===== src/rtl/bcd_seg_scan.sv =====
// Multiplexed 7-segment driver for packed BCD words, with frame-aligned updates
// and optional leading-zero blanking.
module bcd_seg_scan #(
  parameter int DIGITS  = 4,
  parameter int CLK_DIV = 1000
) (
  input  logic                  clk,
  input  logic                  rst,
  input  logic [4*DIGITS-1:0]   bcd_in,
  input  logic                  bcd_valid,
  input  logic                  blank_en,
  output logic [DIGITS-1:0]     an,
  output logic [6:0]            seg,
  output logic                  frame_done
);
  localparam int PW = (CLK_DIV > 1) ? $clog2(CLK_DIV) : 1;
  localparam int IW = (DIGITS > 1) ? $clog2(DIGITS) : 1;
  localparam logic [PW-1:0] CNT_LAST = PW'(CLK_DIV - 1);
  localparam logic [IW-1:0] IDX_LAST = IW'(DIGITS - 1);

  logic [PW-1:0]       cnt;
  logic [IW-1:0]       idx;
  logic [4*DIGITS-1:0] disp;
  logic [4*DIGITS-1:0] pend;
  logic                pend_flag;
  logic                tick;
  logic                boundary;
  logic [DIGITS-1:0]   zero_up;
  logic [DIGITS-1:0]   an_next;
  logic [3:0]          digit;
  logic                blank;
  logic [6:0]          seg_next;

  assign tick     = (cnt == CNT_LAST);
  assign boundary = tick && (idx == IDX_LAST);

  function automatic logic [6:0] decode(input logic [3:0] d);
    case (d)
      4'd0:    decode = 7'h3F;
      4'd1:    decode = 7'h06;
      4'd2:    decode = 7'h5B;
      4'd3:    decode = 7'h4F;
      4'd4:    decode = 7'h66;
      4'd5:    decode = 7'h6D;
      4'd6:    decode = 7'h7D;
      4'd7:    decode = 7'h07;
      4'd8:    decode = 7'h7F;
      4'd9:    decode = 7'h6F;
      default: decode = 7'h40;
    endcase
  endfunction

  // zero_up[k]: digit k and every more significant digit are zero
  always_comb begin
    zero_up = '0;
    zero_up[DIGITS-1] = (disp[4*DIGITS-1 -: 4] == 4'd0);
    for (int k = DIGITS - 2; k >= 0; k--)
      zero_up[k] = zero_up[k+1] && (disp[4*k +: 4] == 4'd0);
  end

  always_comb begin
    an_next = '0;
    digit   = '0;
    blank   = 1'b0;
    for (int k = 0; k < DIGITS; k++) begin
      if (idx == IW'(k)) begin
        an_next[k] = 1'b1;
        digit      = disp[4*k +: 4];
        blank      = blank_en && (k != 0) && zero_up[k];
      end
    end
    seg_next = blank ? 7'h00 : decode(digit);
  end

  always_ff @(posedge clk) begin
    if (rst) begin
      cnt        <= '0;
      idx        <= '0;
      disp       <= '0;
      pend       <= '0;
      pend_flag  <= 1'b0;
      an         <= '0;
      seg        <= '0;
      frame_done <= 1'b0;
    end else begin
      cnt        <= tick ? '0 : cnt + 1'b1;
      if (tick)
        idx <= (idx == IDX_LAST) ? '0 : idx + 1'b1;
      frame_done <= boundary;
      // a strobe landing on the boundary goes straight to the display
      if (boundary) begin
        if (bcd_valid)
          disp <= bcd_in;
        else if (pend_flag)
          disp <= pend;
        pend_flag <= 1'b0;
      end else if (bcd_valid) begin
        pend      <= bcd_in;
        pend_flag <= 1'b1;
      end
      an  <= an_next;
      seg <= seg_next;
    end
  end
endmodule

===== config.mk =====
export PLATFORM = sky130hd
export DESIGN_NAME = bcd_seg_scan
export DESIGN_NICKNAME = d
export VERILOG_FILES = /design/src/rtl/bcd_seg_scan.sv
export SDC_FILE = /design/constraint.sdc
export NUM_CORES = 1
export LEC_CHECK = 0
export CAP_MARGIN = 20
export CORE_MARGIN = 4
export CORE_UTILIZATION = 39
export CTS_CLUSTER_DIAMETER = 80
export CTS_CLUSTER_SIZE = 30
export DETAILED_ROUTE_END_ITERATION = 6
export PLACE_DENSITY = 0.56
export REMOVE_ABC_BUFFERS = 1
export SLEW_MARGIN = 20
export SYNTH_ARGS = -nofsm -noshare
export SYNTH_HDL_FRONTEND = slang
export SYNTH_SLANG_ARGS = --single-unit

===== constraint.sdc =====
create_clock -name clk -period 3.7 [get_ports clk]
set_input_delay 0.37 -clock clk [delete_from_list [all_inputs] [get_ports clk]]
set_output_delay 0.37 -clock clk [all_outputs]
set_load 0.02 [all_outputs]

==> metrics, run 1 <==
Final Max Slew Viols 0; worst r2r dst seg[4]; Initial DRT Pass Iterations 4; critical path class flip-flop to flip-flop; fin crit period 2580 ps; Antenna Nets Post-Route 0; number of synthesized flops with an enable pin 0; top_reg_cell synth dfxtp_1; worst hold margin 447 ps; hold buffer count at CTS 0; initial antenna violation count 0; Worst-path clk slew 60 ps; P_sw 0.287 mW; Gate power share 7.4%; Synth cell types 45; first-pass GRT wire length 9090 um; GRT Overall Usage 13.8%; main area contributors after synthesis dfxtp_1, mux2i_1, ha_1; fin crit share 69.8%; post-route setup slack 1120 ps; via count 1922; Detail Placement HPWL 3600 um; clk buf depth 2; worst reg2reg startpoint idx[0]; wire length per cell 13.6 um; PortBufs 31; Slew @ Worst Pin 836 ps; largest net degree at the start of global routing 36; Row Count 29; critical path fanouts, max 15; layout cells sized above 1 8.03%; fmax 0.387 GHz; Yosys Warn Count 0; vias per inst 5.11; final hold vios 0; Clock Skews 4.11 ps; nets 325; cell taking the most area after synthesis dfxtp_1; max_cap viols 0; Final GP Congestion 0.809; async set or reset register ratio after synthesis 0%; source-to-sink clock delay at the later pin of the worst-skew pair 330 ps; dpl ws 1120 ps; reg2reg path depth 8; root buffer selected by CTS clkbuf_8; cells after synthesis 268; Die X 90 um; critical path data required time 3900 ps; Detailed Route WL 5110 um; Initial Util 40.8%; vias in the first global route 1931; Syn-to-layout area delta 20.5%; Int Pwr 1.05 mW; Yosys reg bits 57; CTS tree yes; core area 6420 sq um; flop-to-flop setup slack 1120 ps; die area 8100 sq um; critical path endpoint seg[4]; post-CTS resize count 0; post-placement cell count 360; clock share of power 44.7%; peak supply drop 0.000218 V; Sum Neg Setup Slack 0 ps; # setup viols final 0; post-route design area 3160 sq um; number of diodes 0; status complete, no violations; number of setup buffers added after CTS 0; H-tree depth 3; post-layout util 49.2%; Tot Pwr 1.34 mW; unrepaired setup endpoints after global routing false; cell area after synthesis 2620 sq um; placed inst area 2950 sq um; Non-Filler Instances 376; Iter 0 DRT Violations 85; CTS sink count 57; P_leak 1.23 nW; switching share of total power 21.5%; Overflow after GRT 0; Critical Path Sink Type flip-flop; DRC 0; DIE HEIGHT 90 um; Startpoint Class flip-flop; Seq pwr share 47.9%; Worst Setup SP idx[0]; Hold WC Path Type flip-flop to flip-flop; I/O pin count 32; Pwr per Cell Area 423 nW/um^2; Yosys top cell area share 43.5%; Critical Path AT 2780 ps; post-synthesis area per instance 9.79 sq um; CTS buffer count 9; register area share after synthesis 43.5%; Max-Slew Margin vs Limit 43.8%
## cells in the mapped netlist, types with 2 or more instances
library cell,number
inv_1,9
mux2i_1,33
o32ai_1,3
nand3_1,4
nor3_1,7
and2_1,2
a221o_1,2
a21oi_1,21
xor2_1,3
nor3b_1,3
a211oi_1,17
a221oi_1,2
or3_1,3
nor2b_1,4
nand2_1,7
nor4_1,2
buf_2,5
xnor2_1,5
nand3b_1,3
ha_1,11
nor2_1,32
buf_6,2
clkbuf_1,10
dfxtp_1,57
## power by group through the flow
stage	clock (mW)	combinational, mW	sequential (mW)
after floorplan	0	0.0434	0.658
after global placement	0	0.101	0.653
after detailed placement	0	0.101	0.654
after CTS	0.617	0.102	0.640
after global routing	0.649	0.109	0.641
final	0.597	0.0987	0.640
## critical path, stage by stage, from the launching register on
cell and delay (ps):
dfxtp_1 390, ha_1 450, inv_1 270, o221ai_1 540, inv_1 180, ha_1 220
nor3_1 180, a221o_1 170, a21oi_1 60
## cell usage in the layout (no fill, tap or decap), types with 3 or more instances in the layout
cell type	n
xnor2_1	5
clkdlybuf4s50_1	31
nand2_1	7
mux2i_1	33
nor2_1	32
clkbuf_8	12
ha_1	11
a21oi_1	21
or3_1	3
o32ai_1	3
dfxtp_1	57
xor2_1	3
inv_1	9
nand3_1	4
nor2b_1	4
nor3_1	7
a211oi_1	17
nand3b_1	3
nor3b_1	3
## cells by family (layout without fill, tap and decap cells)
| group | Yosys count | count (layout) | synth area share (%) |
|---|---|---|---|
| AO/OA/AOI/OAI | 55 | 55 | 14.7 |
| XOR/XNOR | 8 | 8 | 2.67 |
| adder cells (fa/ha/maj) | 11 | 11 | 5.25 |
| buffers and inverters | 27 | 58 | 4.82 |
| flip-flops | 57 | 57 | 43.5 |
| multiplexers | 34 | 34 | 13.0 |
| AND/OR/NAND/NOR | 76 | 76 | 16.0 |
## area by class of cell
cell class / instances / area [sq um]
clock buffer: 14 / 173
clock inverter: 2 / 35.0
fill: 637 / 3260
inverter: 9 / 33.8
multi-input combinational: 184 / 1360
sequential: 57 / 1140
tap: 77 / 96.3
timing repair buffer: 33 / 325
## state kept, by name, indices dropped and copies added (netlist names)
signal,flops
seg,7
disp,16
pend_flag,1
pend,16
cnt,10
an,4
frame_done,1
idx,2
## worst min-delay path by stage
stage	end	slack, ps	startpoint	depth (start not counted)
2_1_floorplan	cnt[0]	420	cnt[0]	1
3_3_place_gp	cnt[0]	430	cnt[0]	1
3_5_place_dp	cnt[0]	440	cnt[0]	1
4_1_cts	cnt[0]	450	cnt[0]	1
5_1_grt	cnt[0]	470	cnt[0]	1
6_report	cnt[0]	450	cnt[0]	1
## metal layers
metal,vias up,track usage (%),share of wire [%]
met2,31,21.5,44
met3,11,3.17,4.5
met1,865,17.2,49
met5,-,0,0
li1,1015,-,-
met4,0,8.80,1.9
Note: power is estimated with default switching activity, not from simulation.
==> run 2: changes to the inputs <==
Settings changed: PLACE_DENSITY 0.56 to 0.59.
Clock period 3.7 ns to 2.1 ns, I/O delays scaled along.
==> run 2 against run 1 <==
Clock skew increased by 2.7 ps; power grew 78%; die area unchanged; sequential power rose by 77%; sequential cell count unchanged.
==> metrics, run 2 (same netlist as run 1, synthesis figures left out) <==
critical path fanouts, max 8 (-7); Detail Placement HPWL 3780 um (+5.1%); max_cap viols 0 (unchanged); peak supply drop 0.000410 V (+88%); critical path class flip-flop to flip-flop; reg2reg path depth 7 (-1); Int Pwr 1.85 mW (+76%); final hold vios 0 (unchanged); most common cell after layout, fill and taps aside dfxtp_1; vias per inst 5.17 (+1.1%); biggest cell delay along the critical path 470 ps (-70 ps); Max stage delay cell, worst path a311o_2; P_leak 1.32 nW (+7.1%); P_sw 0.523 mW (+82%); die area 8100 sq um (unchanged); Overflow after GRT 0 (unchanged); Top Registers disp: 16 flops, pend: 16 flops, cnt: 10 flops; vias in the first global route 2012 (+4.2%); Startpoint Class flip-flop; Max-Slew Margin vs Limit 61.1% (+17 points); largest net degree at the start of global routing 36 (unchanged); GRT Overall Usage 14.2% (+0.34 points); H-tree depth 3 (unchanged); Detailed Route WL 5500 um (+7.8%); core area 6420 sq um (unchanged); fmax 0.501 GHz (+30%); Iter 0 DRT Violations 58 (-32%); clock share of power 45.0% (+0.3 points); DRC 0 (unchanged); Clock Skews 6.78 ps (+2.67 ps); PortBufs 31 (unchanged); source-to-sink clock delay at the later pin of the worst-skew pair 330 ps (about the same); status complete, no violations; clk buf depth 2 (unchanged); number of diodes 0 (unchanged); Critical Path Sink Type flip-flop; via count 2032 (+5.7%); critical path data required time 2340 ps (-1560 ps); dpl ws -50.4 ps (-1170 ps); Gate power share 7.6% (+0.2 points); Seq pwr share 47.5% (-0.4 points); CTS buffer count 9 (unchanged); Initial Util 40.8% (unchanged); Antenna Nets Post-Route 0 (unchanged); Final Max Slew Viols 0 (unchanged); DIE HEIGHT 90 um (unchanged); Sum Neg Setup Slack 0 ps (unchanged); # setup viols final 0 (unchanged); CTS sink count 57 (unchanged); Hold Path Depth 1 (unchanged); Hold WC Path Type flip-flop to flip-flop; crit-path cells inv_1, ha_2, buf_4, nand3b_1, a311o_2, or3_4, o32ai_1; first-pass GRT wire length 9390 um (+3.3%); Die X 90 um (unchanged); post-layout util 52.2% (+3.0 points); nets 342 (+5.2%); Final GP Congestion 0.844 (+4.3%); wire length per cell 14.0 um (+3.1%); critical hold path startpoint cnt[0]; fin crit period 2000 ps (-589 ps); CTS tree yes; worst reg2reg startpoint idx[1]; Row Count 29 (unchanged); Syn-to-layout area delta 27.9%; Slew @ Worst Pin 583 ps (-254 ps); most frequent cells in the layout dfxtp_1, mux2i_1, nor2_1; Critical Path AT 2230 ps (-550 ps); initial antenna violation count 0 (unchanged); layout cells sized above 1 16.8% (+8.7 points); Worst Setup SP idx[1]; hold buffer count at CTS 0 (unchanged); I/O pin count 32 (unchanged); fin crit share 95.0% (+25 points); Worst-path clk slew 60 ps (about the same); root buffer selected by CTS clkbuf_8; unrepaired setup endpoints after global routing true; post-route setup slack 105 ps (-1010 ps); Initial DRT Pass Iterations 4 (unchanged); Pwr per Cell Area 708 nW/um^2 (+67%); switching share of total power 22.0% (+0.50 points)
[run 2: changes by cell type in the layout (fill, tap and decap cells not counted), sizes merged]
| cell | change |
|---|---|
| buf | +17 |
[run 2: cell type report]
type | count | area [sq um]
Clock buffer | 14 | 173
Clock inverter | 2 | 35.0
Fill cell | 596 | 3070
Inverter | 9 | 33.8
Multi-Input combinational cell | 184 | 1400
Sequential cell | 57 | 1150
Tap cell | 77 | 96.3
Timing Repair Buffer | 50 | 465
[run 2: per-layer routing]
| metal | vias to the layer above | global-route usage, % | wire (um) | part of all wire (%) |
|---|---|---|---|---|
| met5 | - | 0 | 0 | 0 |
| met4 | 0 | 6.51 | 73 | 1.3 |
| met3 | 6 | 3.01 | 210 | 3.8 |
| met2 | 37 | 23.4 | 2620 | 48 |
| met1 | 940 | 17.6 | 2600 | 47 |
| li1 | 1049 | - | - | - |
[run 2: power groups by stage]
stage	combinational, mW	sequential [mW]	clock [mW]
floorplan	0.0765	1.16	0
global placement	0.180	1.15	0
detailed placement	0.182	1.15	0
CTS	0.183	1.13	1.10
global route	0.198	1.13	1.14
finish	0.180	1.13	1.07
[run 2: stage by stage]
stage          power [mW]  hold WS, ps  std cells  cell area, sq um
6_report             2.37          452        393              3350
2_1_floorplan        1.23          275        250              2530
3_5_place_dp         1.33          444        375              3080
3_3_place_gp         1.33          431        375              3080
4_1_cts              2.41          454        391              3300
5_1_grt              2.47          481        393              3350
[run 2: timing repair]
action | in CTS | in global routing
cloned | 0 | 0
setup endpoints to repair | 1 | 38
buffers inserted | 0 | 2
pin swaps | 0 | 2
gates resized for setup | 3 | 12
[run 2: final timing paths]
check             endpoint  slack (ps)
setup / recovery    seg[5]         100
hold / removal      cnt[0]         450
setup reg to reg    seg[5]         100
hold reg to reg     cnt[0]         450
[run 2: worst max-delay path: cells and delay by family (launching register included)]
family                     cells  cell delay [ps]
AOI/OAI and AO/OA              2              590
DFF                            1              370
buffers and inverters          2              210
adders and majority gates      1              210
and+or+nand+nor                2              520
